File: src/rtl/gb_bus_pkg.sv
// rtl/gb_bus_pkg.sv - shared types and constants for the OAM DMA bus arbiter
// Holds the DMA sequencer state encoding, the CPU read-return select, the
// DMA register address, the OAM base address and the echo-RAM clamp helper.
package gb_bus_pkg;

    typedef enum logic [1:0] {
        IDLE,
        DELAY,
        RD,
        WR
    } dma_state_t;

    // Source of cpu_din in the cycle after a CPU read.
    typedef enum logic [1:0] {
        RSEL_FF,
        RSEL_MEM,
        RSEL_REG
    } rsel_t;

    localparam logic [15:0] DMA_REG_ADDR_C = 16'hFF46;
    localparam logic [15:0] OAM_BASE       = 16'hFE00;
    localparam logic [7:0]  ECHO_LO        = 8'hE0;

    // Pages E0..FF alias onto C0..DF, so the DMA reads the real WRAM behind
    // the echo region instead of the OAM/IO space.
    function automatic logic [7:0] echo_clamp(input logic [7:0] page);
        return (page >= ECHO_LO) ? (page - 8'h20) : page;
    endfunction

endpackage

File: src/rtl/oam_dma_seq.sv
// rtl/oam_dma_seq.sv - OAM DMA sequencer: trigger edge detect, FSM, byte index, source page
// Ports:
//   clk, reset     clock, asynchronous active-high reset
//   reg_wr_i       CPU write strobe qualified with the DMA register address
//   wdata_i        CPU write data (source page)
//   hi_req_i       CPU access to the high page this cycle (stalls a DMA read)
//   state_o        current sequencer state
//   idx_o          byte index within the transfer
//   src_hi_o       source page register
module oam_dma_seq
    import gb_bus_pkg::*;
#(
    parameter int DMA_LEN     = 160,
    parameter int START_DELAY = 1
) (
    input  logic       clk,
    input  logic       reset,
    input  logic       reg_wr_i,
    input  logic [7:0] wdata_i,
    input  logic       hi_req_i,
    output dma_state_t state_o,
    output logic [7:0] idx_o,
    output logic [7:0] src_hi_o
);

    localparam logic [7:0] IDX_LAST = 8'(DMA_LEN - 1);
    localparam logic [7:0] CNT_LAST = 8'(START_DELAY - 1);

    dma_state_t state_q, state_d;
    logic [7:0] idx_q, idx_d;
    logic [7:0] src_hi_q, src_hi_d;
    logic [7:0] cnt_q, cnt_d;
    logic       reg_wr_prev_q;
    logic       trig;

    // A strobe held over several cycles starts only one transfer.
    assign trig = reg_wr_i & ~reg_wr_prev_q;

    always_ff @(posedge clk or posedge reset) begin
        if (reset) begin
            state_q       <= IDLE;
            idx_q         <= 8'h00;
            src_hi_q      <= 8'h00;
            cnt_q         <= 8'h00;
            reg_wr_prev_q <= 1'b0;
        end else begin
            state_q       <= state_d;
            idx_q         <= idx_d;
            src_hi_q      <= src_hi_d;
            cnt_q         <= cnt_d;
            reg_wr_prev_q <= reg_wr_i;
        end
    end

    always_comb begin
        state_d  = state_q;
        idx_d    = idx_q;
        src_hi_d = src_hi_q;
        cnt_d    = cnt_q;
        case (state_q)
            IDLE: ;
            DELAY: begin
                if (cnt_q == CNT_LAST) begin
                    state_d = RD;
                end else begin
                    cnt_d = cnt_q + 8'h01;
                end
            end
            RD: begin
                if (!hi_req_i) begin
                    state_d = WR;
                end
            end
            WR: begin
                if (idx_q == IDX_LAST) begin
                    state_d = IDLE;
                end else begin
                    idx_d   = idx_q + 8'h01;
                    state_d = RD;
                end
            end
            default: state_d = IDLE;
        endcase
        // A new trigger overrides whatever the FSM chose, including a restart
        // mid-copy; the current WR output still goes out this cycle.
        if (trig) begin
            src_hi_d = echo_clamp(wdata_i);
            idx_d    = 8'h00;
            cnt_d    = 8'h00;
            state_d  = DELAY;
        end
    end

    assign state_o  = state_q;
    assign idx_o    = idx_q;
    assign src_hi_o = src_hi_q;

endmodule

File: src/rtl/oam_dma_bus_arbiter.sv
// rtl/oam_dma_bus_arbiter.sv - shares the CPU memory bus between the CPU and the OAM DMA engine
// Ports:
//   clk, reset                         clock, asynchronous active-high reset
//   cpu_addr/cpu_dout                  CPU address and write data
//   cpu_mreq_n/cpu_rd_n/cpu_wr_n       CPU strobes, active low
//   cpu_din                            read data returned to the CPU (one cycle after the read)
//   mem_addr/mem_wdata/mem_rd/mem_wr   memory bus towards the decoder
//   mem_rdata                          memory read data, one cycle after mem_rd
//   oam_addr/oam_wdata/oam_we          OAM RAM write port
//   dma_active                         DMA owns the bus
//   dma_src_hi                         current DMA source page
module oam_dma_bus_arbiter
    import gb_bus_pkg::*;
#(
    parameter int          DMA_LEN      = 160,
    parameter logic [15:0] DMA_REG_ADDR = DMA_REG_ADDR_C,
    parameter logic [7:0]  HIGH_PAGE    = 8'hFF,
    parameter int          START_DELAY  = 1
) (
    input  logic        clk,
    input  logic        reset,
    input  logic [15:0] cpu_addr,
    input  logic [7:0]  cpu_dout,
    input  logic        cpu_mreq_n,
    input  logic        cpu_rd_n,
    input  logic        cpu_wr_n,
    output logic [7:0]  cpu_din,
    output logic [15:0] mem_addr,
    output logic [7:0]  mem_wdata,
    output logic        mem_rd,
    output logic        mem_wr,
    input  logic [7:0]  mem_rdata,
    output logic [7:0]  oam_addr,
    output logic [7:0]  oam_wdata,
    output logic        oam_we,
    output logic        dma_active,
    output logic [7:0]  dma_src_hi
);

    logic       cpu_rd, cpu_wr, hi, reg_hit, hi_req;
    logic       granted, dma_rd;
    dma_state_t state;
    logic [7:0] idx;
    logic [7:0] src_hi;
    rsel_t      rsel_q, rsel_d;

    assign cpu_rd  = ~cpu_mreq_n & ~cpu_rd_n;
    assign cpu_wr  = ~cpu_mreq_n & ~cpu_wr_n;
    assign hi      = (cpu_addr[15:8] == HIGH_PAGE);
    assign reg_hit = (cpu_addr == DMA_REG_ADDR);
    assign hi_req  = (cpu_rd | cpu_wr) & hi;

    oam_dma_seq #(
        .DMA_LEN     (DMA_LEN),
        .START_DELAY (START_DELAY)
    ) u_seq (
        .clk      (clk),
        .reset    (reset),
        .reg_wr_i (cpu_wr & reg_hit),
        .wdata_i  (cpu_dout),
        .hi_req_i (hi_req),
        .state_o  (state),
        .idx_o    (idx),
        .src_hi_o (src_hi)
    );

    assign dma_active = (state != IDLE);
    assign dma_src_hi = src_hi;
    assign granted    = ~dma_active | hi;
    // A high-page CPU access in RD takes the port and the DMA read waits.
    assign dma_rd     = (state == RD) & ~hi_req;

    // Outputs are forced to their rest values while reset is held so the
    // combinational pass-through cannot leak CPU activity onto the bus.
    always_comb begin
        mem_addr  = 16'h0000;
        mem_wdata = 8'h00;
        mem_rd    = 1'b0;
        mem_wr    = 1'b0;
        oam_addr  = 8'h00;
        oam_wdata = 8'h00;
        oam_we    = 1'b0;
        if (!reset) begin
            if (dma_rd) begin
                mem_addr = {src_hi, idx};
                mem_rd   = 1'b1;
            end else if (granted) begin
                mem_addr  = cpu_addr;
                mem_wdata = cpu_dout;
                mem_rd    = cpu_rd;
                mem_wr    = cpu_wr & ~reg_hit;
            end
            if (state == WR) begin
                oam_we    = 1'b1;
                oam_addr  = idx;
                oam_wdata = mem_rdata;
            end
        end
    end

    always_comb begin
        rsel_d = RSEL_FF;
        if (cpu_rd) begin
            if (reg_hit) begin
                rsel_d = RSEL_REG;
            end else if (granted) begin
                rsel_d = RSEL_MEM;
            end
        end
    end

    always_ff @(posedge clk or posedge reset) begin
        if (reset) begin
            rsel_q <= RSEL_FF;
        end else begin
            rsel_q <= rsel_d;
        end
    end

    always_comb begin
        case (rsel_q)
            RSEL_MEM: cpu_din = mem_rdata;
            RSEL_REG: cpu_din = src_hi;
            default:  cpu_din = 8'hFF;
        endcase
    end

endmodule

File: config.mk
export PLATFORM = sky130hd
export DESIGN_NAME = oam_dma_bus_arbiter
export DESIGN_NICKNAME = d
export VERILOG_FILES = /design/src/rtl/gb_bus_pkg.sv /design/src/rtl/oam_dma_seq.sv /design/src/rtl/oam_dma_bus_arbiter.sv
export SDC_FILE = /design/constraint.sdc
export NUM_CORES = 1
export LEC_CHECK = 0
export CORE_ASPECT_RATIO = 0.75
export CORE_MARGIN = 1.5
export CORE_UTILIZATION = 44
export CTS_CLUSTER_DIAMETER = 200
export CTS_CLUSTER_SIZE = 12
export DETAILED_ROUTE_END_ITERATION = 10
export GPL_TIMING_DRIVEN = 0
export HOLD_SLACK_MARGIN = 0.05
export MAX_ROUTING_LAYER = met4
export PLACE_DENSITY_LB_ADDON = 0.1
export RECOVER_POWER = 25
export SLEW_MARGIN = 30
export SYNTH_ARGS = -nofsm -noshare
export SYNTH_HDL_FRONTEND = slang
export SYNTH_SLANG_ARGS = --single-unit
File: constraint.sdc
create_clock -name clk -period 6.85 [get_ports clk]
set_input_delay 1.7125 -clock clk [delete_from_list [all_inputs] [get_ports clk]]
set_output_delay 1.7125 -clock clk [all_outputs]
set_load 0.03 [all_outputs]
==> impl_metrics.json <==
{
  "hold_path_class": "reg -> reg",
  "synth_top_area_share": 0.370,
  "firstDrtPassIters": 4,
  "grt_pass1_vias": 1961,
  "grt_max_degree": 37,
  "crit_path_max_incr_delay_ns": 0.67,
  "power_density_nw_per_um2": 182,
  "slew_headroom": 0.529,
  "clk_latency_ns": 0.28,
  "ant_nets": 0,
  "crit_slowest_cell": "clkdlybuf4s50_1",
  "yosysTopAreaCell": "dfrtp_1",
  "ir_worst_vdd_mv": 0.174,
  "period_minus_slack_ns": 6.26,
  "crit_required_ns": 5.14,
  "fp.dieH_um": 60.8,
  "slew_viol_final": 0,
  "numCtsBuffers": 5,
  "syn_inst": 215,
  "synth_cell_types": 42,
  "synth_nets": 258,
  "cap_violations": 0,
  "rsz0062_at_grt": "false",
  "avgViaCountPerCell": 5.66,
  "cts.clk_slew.worst_paths_ns": 0.07,
  "place_congestion": 0.859,
  "drc": 0,
  "hold_viol_final": 0,
  "ys_seq_area_frac": 0.370,
  "synth_async_sr_flop_share": 1.00,
  "drt-wirelength-per-cell_um": 17.5,
  "die_w_um": 80.1,
  "synth_area_um2": 1960,
  "gr-total-overflow": 0,
  "synth_warnings": 0,
  "num_vias": 2112,
  "place.port_buffers": 95,
  "tightest_slew_ns": 0.696,
  "critPathKind": "in -> out",
  "start_util": 0.473,
  "fmax_ghz": 0.160,
  "rows": 20,
  "crit_family": "buffers and inverters",
  "grtUsageTotal": 0.286,
  "grt_pass1_wl_um": 10000,
  "antenna_found_initial": 0,
  "synth_edf_count": 0,
  "syn_avg_cell_area_um2": 9.13,
  "critical_path.cell_chain": "clkdlybuf4s50_1, a21o_1, a21oi_1, and2_1, clkbuf_1, a22o_1, clkdlybuf4s50_1",
  "antenna_cells": 0,
  "layout-drive-gt1-share": 0.0723,
  "power_leakage_nw": 1.27,
  "cts_root_buf": "clkbuf_8",
  "drt_iter0_drc": 138,
  "skew_ns": 0.00776,
  "place_hpwl_um": 4920,
  "start_kind": "input port",
  "worstPathArrival_ns": 4.55,
  "crit_top_cell": "clkdlybuf4s50_1",
  "drt_wl_total_um": 6540,
  "core_um2": 4150,
  "nets": 360,
  "ys_top_cells_by_area": "dfrtp_1 (37%), nor2_1 (5.2%), and2_1 (5.1%), a22o_1 (4.9%), a221o_1 (4.1%)",
  "ctsResizeCount": 0,
  "worst_slack_ns": 0.591,
  "pre_cts_ws_ns": 0.644,
  "cts.path.max_buffers": 2,
  "post_cts_buffers": 0,
  "synth_seq_cells": 29,
  "endpoint_kind": "output port",
  "die-area_um2": 4880,
  "io-pin-count": 97,
  "outcome": "completed",
  "critPathMaxFanout": 10,
  "area_growth_pct": 58.5,
  "cts_max_level": 2,
  "cts.sinks": 29,
  "synth_ff_type": "dfrtp_1",
  "cts_tree": "yes",
  "synth.most_common_cell": "dfrtp_1",
  "setup_viol": 0,
  "ctsHoldBuffers": 0,
  "finalCritPeriodShare": 0.914,
  "path_buf_inv": 3,
  "finalSetupTns_ns": 0,
  "netlist_top_cells_count": "dfrtp_1 (29), nor2_1 (27), and2_1 (16), a22o_1 (11), inv_1 (10)"
}
-- worst reg2reg max path: cells and delay by family, from the launching register on --
kind                   cells  cell delay (ns)
DFF                        1             0.48
buffers and inverters      2             0.48
AOI/OAI and AO/OA          1             0.33
and+or+nand+nor            3             0.43
-- power breakdown --
| part | internal [mW] | total (mW) | switching, mW |
|---|---|---|---|
| Clock | 0.118 | 0.184 | 0.0659 |
| Combinational | 0.0742 | 0.165 | 0.0907 |
| Sequential | 0.191 | 0.218 | 0.0271 |
| Total | 0.384 | 0.567 | 0.184 |
-- kinds of logic after synthesis --
family	after synthesis	synth area share
AOI/OAI and AO/OA	44	0.175
xor gates and xnor gates	10	0.0446
adders and majority gates	6	0.0382
buffers and inverters	23	0.0523
DFF	29	0.370
muxes	10	0.0580
and+or+nand+nor	93	0.262
-- layer usage --
layer	GRT usage	routed length [um]
met2	0.405	3030
met5	-	0
met4	0.103	112
met1	0.399	2990
met3	0.0662	409
-- flip-flops by register name, indices dropped and copies added (netlist names) --
signal / flops
u_seq.idx_o: 8
u_seq.cnt_q: 8
u_seq.state_o: 2
u_seq.reg_wr_prev_q: 1
u_seq.src_hi_o: 8
rsel_q: 2
-- path summary, 6_finish.rpt --
| path | start | endpoint | slack [ns] | cells past startpoint |
|---|---|---|---|---|
| hold reg to reg | u_seq.cnt_q[7] | u_seq.cnt_q[7] | 0.55 | 2 |
| max in group asynchronous | reset | u_seq.src_hi_o[5] | 4.41 | 2 |
| hold / removal | u_seq.cnt_q[7] | u_seq.cnt_q[7] | 0.55 | 2 |
| min in group asynchronous | reset | u_seq.idx_o[0] | 2.05 | 2 |
| setup / recovery | cpu_wr_n | mem_addr[9] | 0.59 | 7 |
| setup reg to reg | u_seq.state_o[0] | rsel_q[0] | 5.02 | 6 |
-- metrics by stage --
step | utilization | area (um^2) | hold slack [ns] | instances | power, mW
global route | 0.749 | 3110 | 0.591 | 373 | 0.597
CTS | 0.748 | 3110 | 0.557 | 373 | 0.567
floorplan | - | 1960 | 0.511 | 215 | 0.310
finish | 0.749 | 3110 | 0.555 | 373 | 0.567
detailed placement | 0.720 | 2990 | 0.542 | 365 | 0.381
global placement | 0.718 | 2980 | 0.531 | 365 | 0.379
-- layout by cell type (no fill, tap or decap), types with 2 or more instances in the layout --
master | synthesis | routed
inv_1 | 10 | 10
nor3_1 | 8 | 8
xor2_1 | 3 | 3
and3_1 | 9 | 9
a22o_1 | 11 | 11
buf_6 | 2 | 2
a211oi_1 | 6 | 6
nand3b_1 | 2 | 2
ha_1 | 6 | 6
nand2b_1 | 2 | 2
nor2_1 | 27 | 27
nand2_1 | 8 | 8
a221o_1 | 8 | 8
clkbuf_8 | 0 | 6
xnor2_1 | 7 | 7
a2111oi_0 | 2 | 2
nand3_1 | 8 | 8
mux2i_1 | 2 | 2
dfrtp_1 | 29 | 29
a21oi_1 | 9 | 9
mux2_2 | 7 | 7
and2_1 | 16 | 16
nand4_1 | 4 | 4
clkbuf_1 | 8 | 9
clkdlybuf4s50_1 | 0 | 94
a31oi_1 | 2 | 2
-- cell type report --
type	instances	area, um^2
sequential	29	726
timing repair buffer	95	951
clock buffer	7	86.3
buffer	12	61.3
clock inverter	1	30.0
tap	55	68.8
fill	330	1040
inverter	11	42.5
multi-input combinational	163	1150
No activity file was read; power rests on OpenSTA's default activity.
